### config.mk
export PLATFORM = sky130hd
export DESIGN_NAME = memory_arbiter
export DESIGN_NICKNAME = d
export VERILOG_FILES = /design/src/rtl/memory_arbiter.sv
export SDC_FILE = /design/constraint.sdc
export NUM_CORES = 1
export LEC_CHECK = 0
export ABC_AREA = 1
export BUFFER_PORTS_ARGS = -buffer_cell sky130_fd_sc_hd__buf_2
export CELL_PAD_IN_SITES_DETAIL_PLACEMENT = 1
export CELL_PAD_IN_SITES_GLOBAL_PLACEMENT = 1
export CORE_MARGIN = 1
export CORE_UTILIZATION = 34
export CTS_BUF_LIST = sky130_fd_sc_hd__clkbuf_8 sky130_fd_sc_hd__clkbuf_16
export CTS_CLUSTER_DIAMETER = 120
export DETAILED_ROUTE_END_ITERATION = 10
export PLACE_DENSITY_LB_ADDON = 0.1
export SLEW_MARGIN = 20
export SYNTH_ARGS = -nofsm -noshare
export SYNTH_HDL_FRONTEND = slang
export SYNTH_SLANG_ARGS = --single-unit
### constraint.sdc
create_clock -name clock -period 3 [get_ports clock]
set_input_delay 0.15 -clock clock [delete_from_list [all_inputs] [get_ports clock]]
set_output_delay 0.15 -clock clock [all_outputs]
set_load 0.02 [all_outputs]
### src/rtl/memory_arbiter.sv
// memory_arbiter: two-requester (instruction fetch / data) arbiter onto one
// shared memory port. One transaction in flight at a time; a conflict goes
// to whichever side was not served last. Every Mem_* output is registered.
module memory_arbiter #(
   parameter int ADDR_WIDTH = 30
) (
   input  logic                  clock,
   input  logic                  reset,
   // instruction fetch side
   input  logic                  I_Read,
   input  logic [ADDR_WIDTH-1:0] I_Address,
   output logic [31:0]           I_DataOut,
   output logic                  I_Ready,
   // data side
   input  logic                  D_Read,
   input  logic                  D_Write,
   input  logic [3:0]            D_ByteEn,
   input  logic [ADDR_WIDTH-1:0] D_Address,
   input  logic [31:0]           D_DataIn,
   output logic [31:0]           D_DataOut,
   output logic                  D_Ready,
   // shared memory side
   output logic                  Mem_Read,
   output logic                  Mem_Write,
   output logic [ADDR_WIDTH-1:0] Mem_Address,
   output logic [31:0]           Mem_WriteData,
   output logic [3:0]            Mem_ByteEn,
   input  logic [31:0]           Mem_ReadData,
   input  logic                  Mem_Ack
);

   typedef enum logic [2:0] {
      IDLE    = 3'd0,
      GRANT_I = 3'd1,
      GRANT_D = 3'd2,
      RESP_I  = 3'd3,
      RESP_D  = 3'd4
   } state_t;

   state_t state, state_nx;

   // 1 = data side was served last; reset to instruction so data wins the
   // first conflict.
   logic last_d;

   logic i_req, d_req;
   logic start_i, start_d;
   logic ack_i, ack_d;

   logic                  mem_read_r, mem_write_r;
   logic [ADDR_WIDTH-1:0] mem_addr_r;
   logic [31:0]           mem_wdata_r;
   logic [3:0]            mem_be_r;
   logic [31:0]           i_data_r, d_data_r;

   assign i_req = I_Read;
   assign d_req = D_Read | D_Write;

   // Acks only count while a grant is outstanding; strays elsewhere are dropped.
   assign ack_i = (state == GRANT_I) && Mem_Ack;
   assign ack_d = (state == GRANT_D) && Mem_Ack;

   // Next-state decode and arbitration.
   always_comb begin
      state_nx = state;
      start_i  = 1'b0;
      start_d  = 1'b0;
      case (state)
         IDLE: begin
            if (i_req && d_req) begin
               // Alternate on conflict: grant the side not served last.
               if (last_d) begin
                  start_i  = 1'b1;
                  state_nx = GRANT_I;
               end else begin
                  start_d  = 1'b1;
                  state_nx = GRANT_D;
               end
            end else if (d_req) begin
               start_d  = 1'b1;
               state_nx = GRANT_D;
            end else if (i_req) begin
               start_i  = 1'b1;
               state_nx = GRANT_I;
            end
         end
         GRANT_I: if (Mem_Ack) state_nx = RESP_I;
         GRANT_D: if (Mem_Ack) state_nx = RESP_D;
         // The Ready cycle is its own state, so IDLE never overlaps a Ready
         // and a requester dropping its request right after Ready is not
         // re-granted.
         RESP_I:  state_nx = IDLE;
         RESP_D:  state_nx = IDLE;
         default: state_nx = IDLE;
      endcase
   end

   // State register and last-served flag.
   always_ff @(posedge clock) begin
      if (reset) begin
         state  <= IDLE;
         last_d <= 1'b0;
      end else begin
         state <= state_nx;
         if (start_i) last_d <= 1'b0;
         if (start_d) last_d <= 1'b1;
      end
   end

   // Memory request registers: loaded on grant, held stable for the whole
   // grant regardless of what the requester does, strobes dropped on ack.
   always_ff @(posedge clock) begin
      if (reset) begin
         mem_read_r  <= 1'b0;
         mem_write_r <= 1'b0;
         mem_addr_r  <= '0;
         mem_wdata_r <= '0;
         mem_be_r    <= '0;
      end else if (start_i) begin
         mem_read_r  <= 1'b1;
         mem_write_r <= 1'b0;
         mem_addr_r  <= I_Address;
         mem_wdata_r <= '0;
         mem_be_r    <= 4'hF;
      end else if (start_d) begin
         // Read and write together is treated as a write.
         mem_read_r  <= ~D_Write;
         mem_write_r <= D_Write;
         mem_addr_r  <= D_Address;
         mem_wdata_r <= D_DataIn;
         mem_be_r    <= D_ByteEn;
      end else if (ack_i || ack_d) begin
         mem_read_r  <= 1'b0;
         mem_write_r <= 1'b0;
      end
   end

   // Read-data capture: only on the acking edge of a read, into the served
   // side's register; writes leave the data side output untouched.
   always_ff @(posedge clock) begin
      if (reset) begin
         i_data_r <= '0;
         d_data_r <= '0;
      end else begin
         if (ack_i && mem_read_r) i_data_r <= Mem_ReadData;
         if (ack_d && mem_read_r) d_data_r <= Mem_ReadData;
      end
   end

   assign I_Ready       = (state == RESP_I);
   assign D_Ready       = (state == RESP_D);
   assign I_DataOut     = i_data_r;
   assign D_DataOut     = d_data_r;
   assign Mem_Read      = mem_read_r;
   assign Mem_Write     = mem_write_r;
   assign Mem_Address   = mem_addr_r;
   assign Mem_WriteData = mem_wdata_r;
   assign Mem_ByteEn    = mem_be_r;

endmodule
# --- Yosys cells after proc, flatten, opt, wreduce, memory -nomap -nowiden ---
# Cells that the tools add are included.
op_classes:
  n_bitwise: 2
  n_eq_ne: 7
  muxes: 26
  n_reduce_logical: 12
op_table:
  columns: ["operator", "n"]
  rows:
  - ["$mux 30", 2]
  - ["$mux 1", 15]
  - ["$mux 3", 5]
  - ["$pmux 3 s3", 1]
  - ["$mux 4", 2]
  - ["$eq 3x2->1 const B", 2]
  - ["$logic_and 1x1->1", 5]
  - ["$ne 2x2->1 const B", 2]
  - ["$ne 4x4->1 const B", 1]
  - ["$reduce_bool 2->1", 2]
  - ["$eq 3x1->1 const B", 1]
  - ["$eq 3x3->1 const B", 1]
  - ["$logic_not 3->1", 1]
  - ["$reduce_and 3->1", 1]
  - ["$reduce_bool 3->1", 1]
  - ["$mux 2", 1]
  - ["$reduce_or 2->1", 1]
  - ["$logic_or 1x1->1", 1]
  - ["$not 1->1", 1]
  - ["$or 1x1->1", 1]
word_totals:
  register_bits: 136
  input_bits: 134
  word_cells: 56
  output_inout_bits: 134

# --- Logic depth before layout (Yosys ltp) ---
depth:
  ltp_word: 6
  ltp_mapped: 9
  ltp_nobuf: 8

# --- Worst setup path after synthesis ---
# No wires, ideal clock.
synth_path:
  path_type: "reg2reg"
  from: "register state[2]"
  to: "register mem_write_r, in the netlist Mem_Write"
  required_ns: 2.885
  stages_incl_launch_ff: 9
  arrival_ns: 1.156
  n_path_buf: 2
  slack_ns: 1.729
  cell_sequence: "dfxtp_1 > inv_1 > nand2_1 > nor2_2 > buf_6 > nand3_2 > nand2_2 > buf_6 > a21oi_2"
synth_between:
  elab_chain_len: 4
synth_lines:
  columns: ["element", "line_no", "rtl"]
  rows:
  - ["from (decl)", "40", "state_t state, state_nx;"]
  - ["from (signal assigned)", "104", "state <= state_nx;"]
  - ["$eq 3x1->1 or $eq 3x2->1 (tied branches)", "60, 61", null]
  - ["$logic_and 1x1->1 (on tied branches)", "60, 61", null]
  - ["$logic_or 1x1->1", "132", "end else if (ack_i || ack_d) begin"]
  - ["$reduce_bool 2->1 (no source line)", null, null]
  - ["to (signal assigned)", "128", "mem_write_r <= D_Write;"]
  - ["to (decl)", "50", "logic mem_read_r, mem_write_r;"]
# Several ways; a longest one is shown, not always the timed one.
# A chain may end at the register's enable or synchronous reset.

# --- Worst setup path in the final report ---
layout_path:
  from: "register state[1]"
  to: "register i_data_r[20], in the netlist I_DataOut[20]"
layout_between:
  elab_chain_len: 3
layout_lines:
  columns: ["element", "line_no", "rtl"]
  rows:
  - ["$eq 3x1->1", "60", "assign ack_i = (state == GRANT_I) && Mem_Ack;"]
  - ["$logic_and 1x1->1", "60", null]
  - ["$logic_and 1x1->1", "145", "if (ack_i && mem_read_r) i_data_r <= Mem_ReadData;"]
  - ["to (signal assigned)", "145", null]
  - ["to (decl)", "54", "logic [31:0] i_data_r, d_data_r;"]
# No other way between the ends.

==> flow_summary_export.csv <==
group,metric,value,unit
power,ir_worst_vdd,0.429,mV
global_routing,grt_max_degree,50,
timing,fin_setup_tns,0,ns
layout,final_common_cell,"buf_2",
route,vias_per_cell,4.84,
global_routing,grt_antenna_before_repair,2,
timing,fin_crit_sh,0.709,
floorplanning,die_x,130,µm
critical_path,arrival,2.42,ns
layout,final_cells,1260,
route,drc_errors,0,
logic_synthesis,synth_nets,863,
critical_path,cp-start-kind,"register",
layout,drive_gt1_frac,0.339,
clocking,cts_tree,"done",
route,drt_pre_antenna_iters,4,
route,drt-total-wl,20600,µm
power,p_int,0.00444,W
layout,fillCellCount,2078,
logic_synthesis,synth-seq-area-share,0.487,
clocking,htreeDepth,4,
floorplanning,coreArea,16000,µm²
timing,final-max-slew-violation-count,0,
placement,hpwlAfterDp,13100,µm
floorplanning,die_h,130,µm
clocking,clock_sinks,136,
placement,post-place-cells,1170,
clocking,clk_pin_slew_worst_paths,0.06,ns
route,drt_iter0_markers,234,
worst_hold_path,hp-class,"in -> reg",
timing,finClkSkew,0.00829,ns
floorplanning,dieArea,17000,µm²
layout,mostFrequentLayoutCells,"buf_2 (267), nand2_1 (204), dfxtp_1 (136), nor2_1 (75), a21oi_1 (72)",
placement,io_buffers,267,
logic_synthesis,syn-cell-area,5600,µm²
placement,place_area,6970,µm²
timing,fmax,0.470,GHz
critical_path,worst-setup-path-type,"reg -> reg",
critical_path,cp-end-kind,"register",
critical_path,worst-r2r-cell-count,6,
power,combPwrFrac,0.371,
flow_run,cap_violations,0,
critical_path,r2r_end,"I_DataOut[20]",
logic_synthesis,synthDominantCellAreaShare,0.487,
clocking,root_buffer,"clkbuf_16",
logic_synthesis,ys_warn_count,0,
timing,rsz0062_at_grt,"no",
timing,period_minus_slack,2.13,ns
worst_hold_path,min-delay-start,"Mem_ReadData[13]",
layout,multi_input_area,2500,µm²
floorplanning,start_util,0.350,
power,p_per_area,898,nW/µm²
global_routing,grt_pass1_wl,31500,µm
power,seq_power_share,0.324,
logic_synthesis,synth.distinct_cells,21,
outcome,status,"complete, no violations",
clocking,clock_latency,0.42,ns
worst_hold_path,hold_depth,3,
route,vias,6094,
clocking,cts.repair.resized,0,
worst_hold_path,hold_path_end,"I_DataOut[13]",
power,power_frac_clock,0.305,
route,wl_per_cell,16.4,µm
power,p_sw,0.00289,W
timing,worstMarginPinSlew,1.01,ns
critical_path,worstPathRequired,3.30,ns
clocking,cts_buffer_depth,2,
floorplanning,num_rows,46,
logic_synthesis,synthTopCellsByArea,"dfxtp_1 (49%), nand2_1 (14%), a21oi_1 (6.4%), nand3_1 (5.8%), nor2_1 (5.1%)",
placement,routabilityCongestion,0.760,
layout,nets,1163,
clocking,cts_buffers,17,
layout,area_growth,45.9,%
critical_path,r2r_slack,0.87,ns
critical_path,cp_max_fo,32,
route,ant_nets,0,
timing,relSlewSlack,0.324,
power,swShare,0.394,
timing,finalSetupViolCount,0,
global_routing,grt_pass1_vias,6248,
critical_path,crit_path_start,"state[1]",
critical_path,reg2reg_from,"state[1]",
floorplanning,pin_count,268,
global_routing,grt-ovfl-total,0,
layout,ff_latch_area,2720,µm²
logic_synthesis,ys_ff_latch,136,
timing,holdWs,0.00499,ns
global_routing,grt.total_usage,0.242,
logic_synthesis,yosysTopAreaCell,"dfxtp_1",
logic_synthesis,synth.avg_cell_area,7.68,µm²
layout,fin_area,8170,µm²
timing,finalHoldViolCount,0,
power,leakage,3.93,nW
logic_synthesis,syn_inst,729,
-- synth_stat cells --
library cell / n
nand4_1: 1
nand2_4: 1
nand3_1: 65
o21bai_1: 30
dfxtp_1: 136
nand3_2: 2
nand2_1: 204
buf_2: 23
inv_1: 8
a21oi_2: 30
buf_4: 4
buf_6: 11
nor2_1: 76
nor2_2: 2
inv_2: 4
clkbuf_1: 17
nor3_1: 6
nand2_2: 2
a21oi_1: 72
o21ai_0: 34
nand3b_1: 1
-- worst max-delay path, cell delays in order, from the launching register on --
cell,delay [ns]
dfxtp_1,0.36
inv_2,0.12
nand3_2,0.14
nor2_2,0.13
clkinv_1,0.79
nor2_1,0.36
nor2_1,0.10
-- worst max-delay path by stage --
stage | to | slack [ns] | depth (start not counted)
CTS | Mem_WriteData[26] | 1.04 | 8
floorplan | Mem_Write | 1.73 | 8
global placement | Mem_WriteData[26] | 1.11 | 8
global route | I_DataOut[0] | 0.60 | 6
finish | I_DataOut[20] | 0.87 | 6
detailed placement | Mem_WriteData[26] | 1.06 | 8
-- flip-flops by register name, summed over array words and instances (netlist names) --
name           flops
D_DataOut         32
I_DataOut         32
Mem_WriteData     32
Mem_Address       30
Mem_ByteEn         4
state              3
Mem_Read           1
Mem_Write          1
last_d             1
-- stage by stage --
| stage | power (W) | setup slack, ns | utilization |
|---|---|---|---|
| 2_1_floorplan | 0.00434 | 1.73 | - |
| 3_3_place_gp | 0.00503 | 1.11 | 0.436 |
| 3_5_place_dp | 0.00506 | 1.06 | 0.436 |
| 4_1_cts | 0.00737 | 1.04 | 0.510 |
| 5_1_grt | 0.00778 | 0.598 | 0.510 |
| 6_report | 0.00733 | 0.874 | 0.510 |
-- cells by family (layout without fill, tap and decap cells) --
group / count (synthesis) / after routing / synth area share
simple gates: 360 / 360 / 0.264
other cells: 0 / 2 / 0
buf+inv: 67 / 380 / 0.0675
flops: 136 / 136 / 0.487
compound gates: 166 / 166 / 0.182
-- layout make-up --
| class | instances | area share |
|---|---|---|
| antenna | 2 | 0.000613 |
| timing repair buffer | 336 | 0.244 |
| sequential | 136 | 0.333 |
| clock buffer | 19 | 0.0555 |
| multi-input combinational | 526 | 0.306 |
| tap | 216 | 0.0331 |
| inverter | 12 | 0.00552 |
| clock inverter | 13 | 0.0218 |
-- metal layers --
| metal | vias up | track usage | share of wire |
|---|---|---|---|
| met3 | 32 | 0.0853 | 0.078 |
| met4 | 0 | 0.0944 | 0.020 |
| met2 | 202 | 0.417 | 0.48 |
| met5 | - | 0 | 0 |
| li1 | 2992 | - | - |
| met1 | 2868 | 0.272 | 0.42 |
-- power groups by stage --
stage               registers [W]  clock network, W  logic [W]
floorplan                 0.00282                 0    0.00152
global placement          0.00239                 0    0.00264
detailed placement        0.00241                 0    0.00266
CTS                       0.00238           0.00227    0.00273
global route              0.00242           0.00235    0.00300
finish                    0.00238           0.00224    0.00272
-- repair_timing --
| item | in CTS | in global routing |
|---|---|---|
| hold buffers | 56 | 0 |
| setup endpoints to repair | 0 | 0 |
| endpoints found under the hold margin | 56 | 0 |
| buffers inserted | 0 | 0 |
Note: power is estimated with default switching activity, not from simulation.
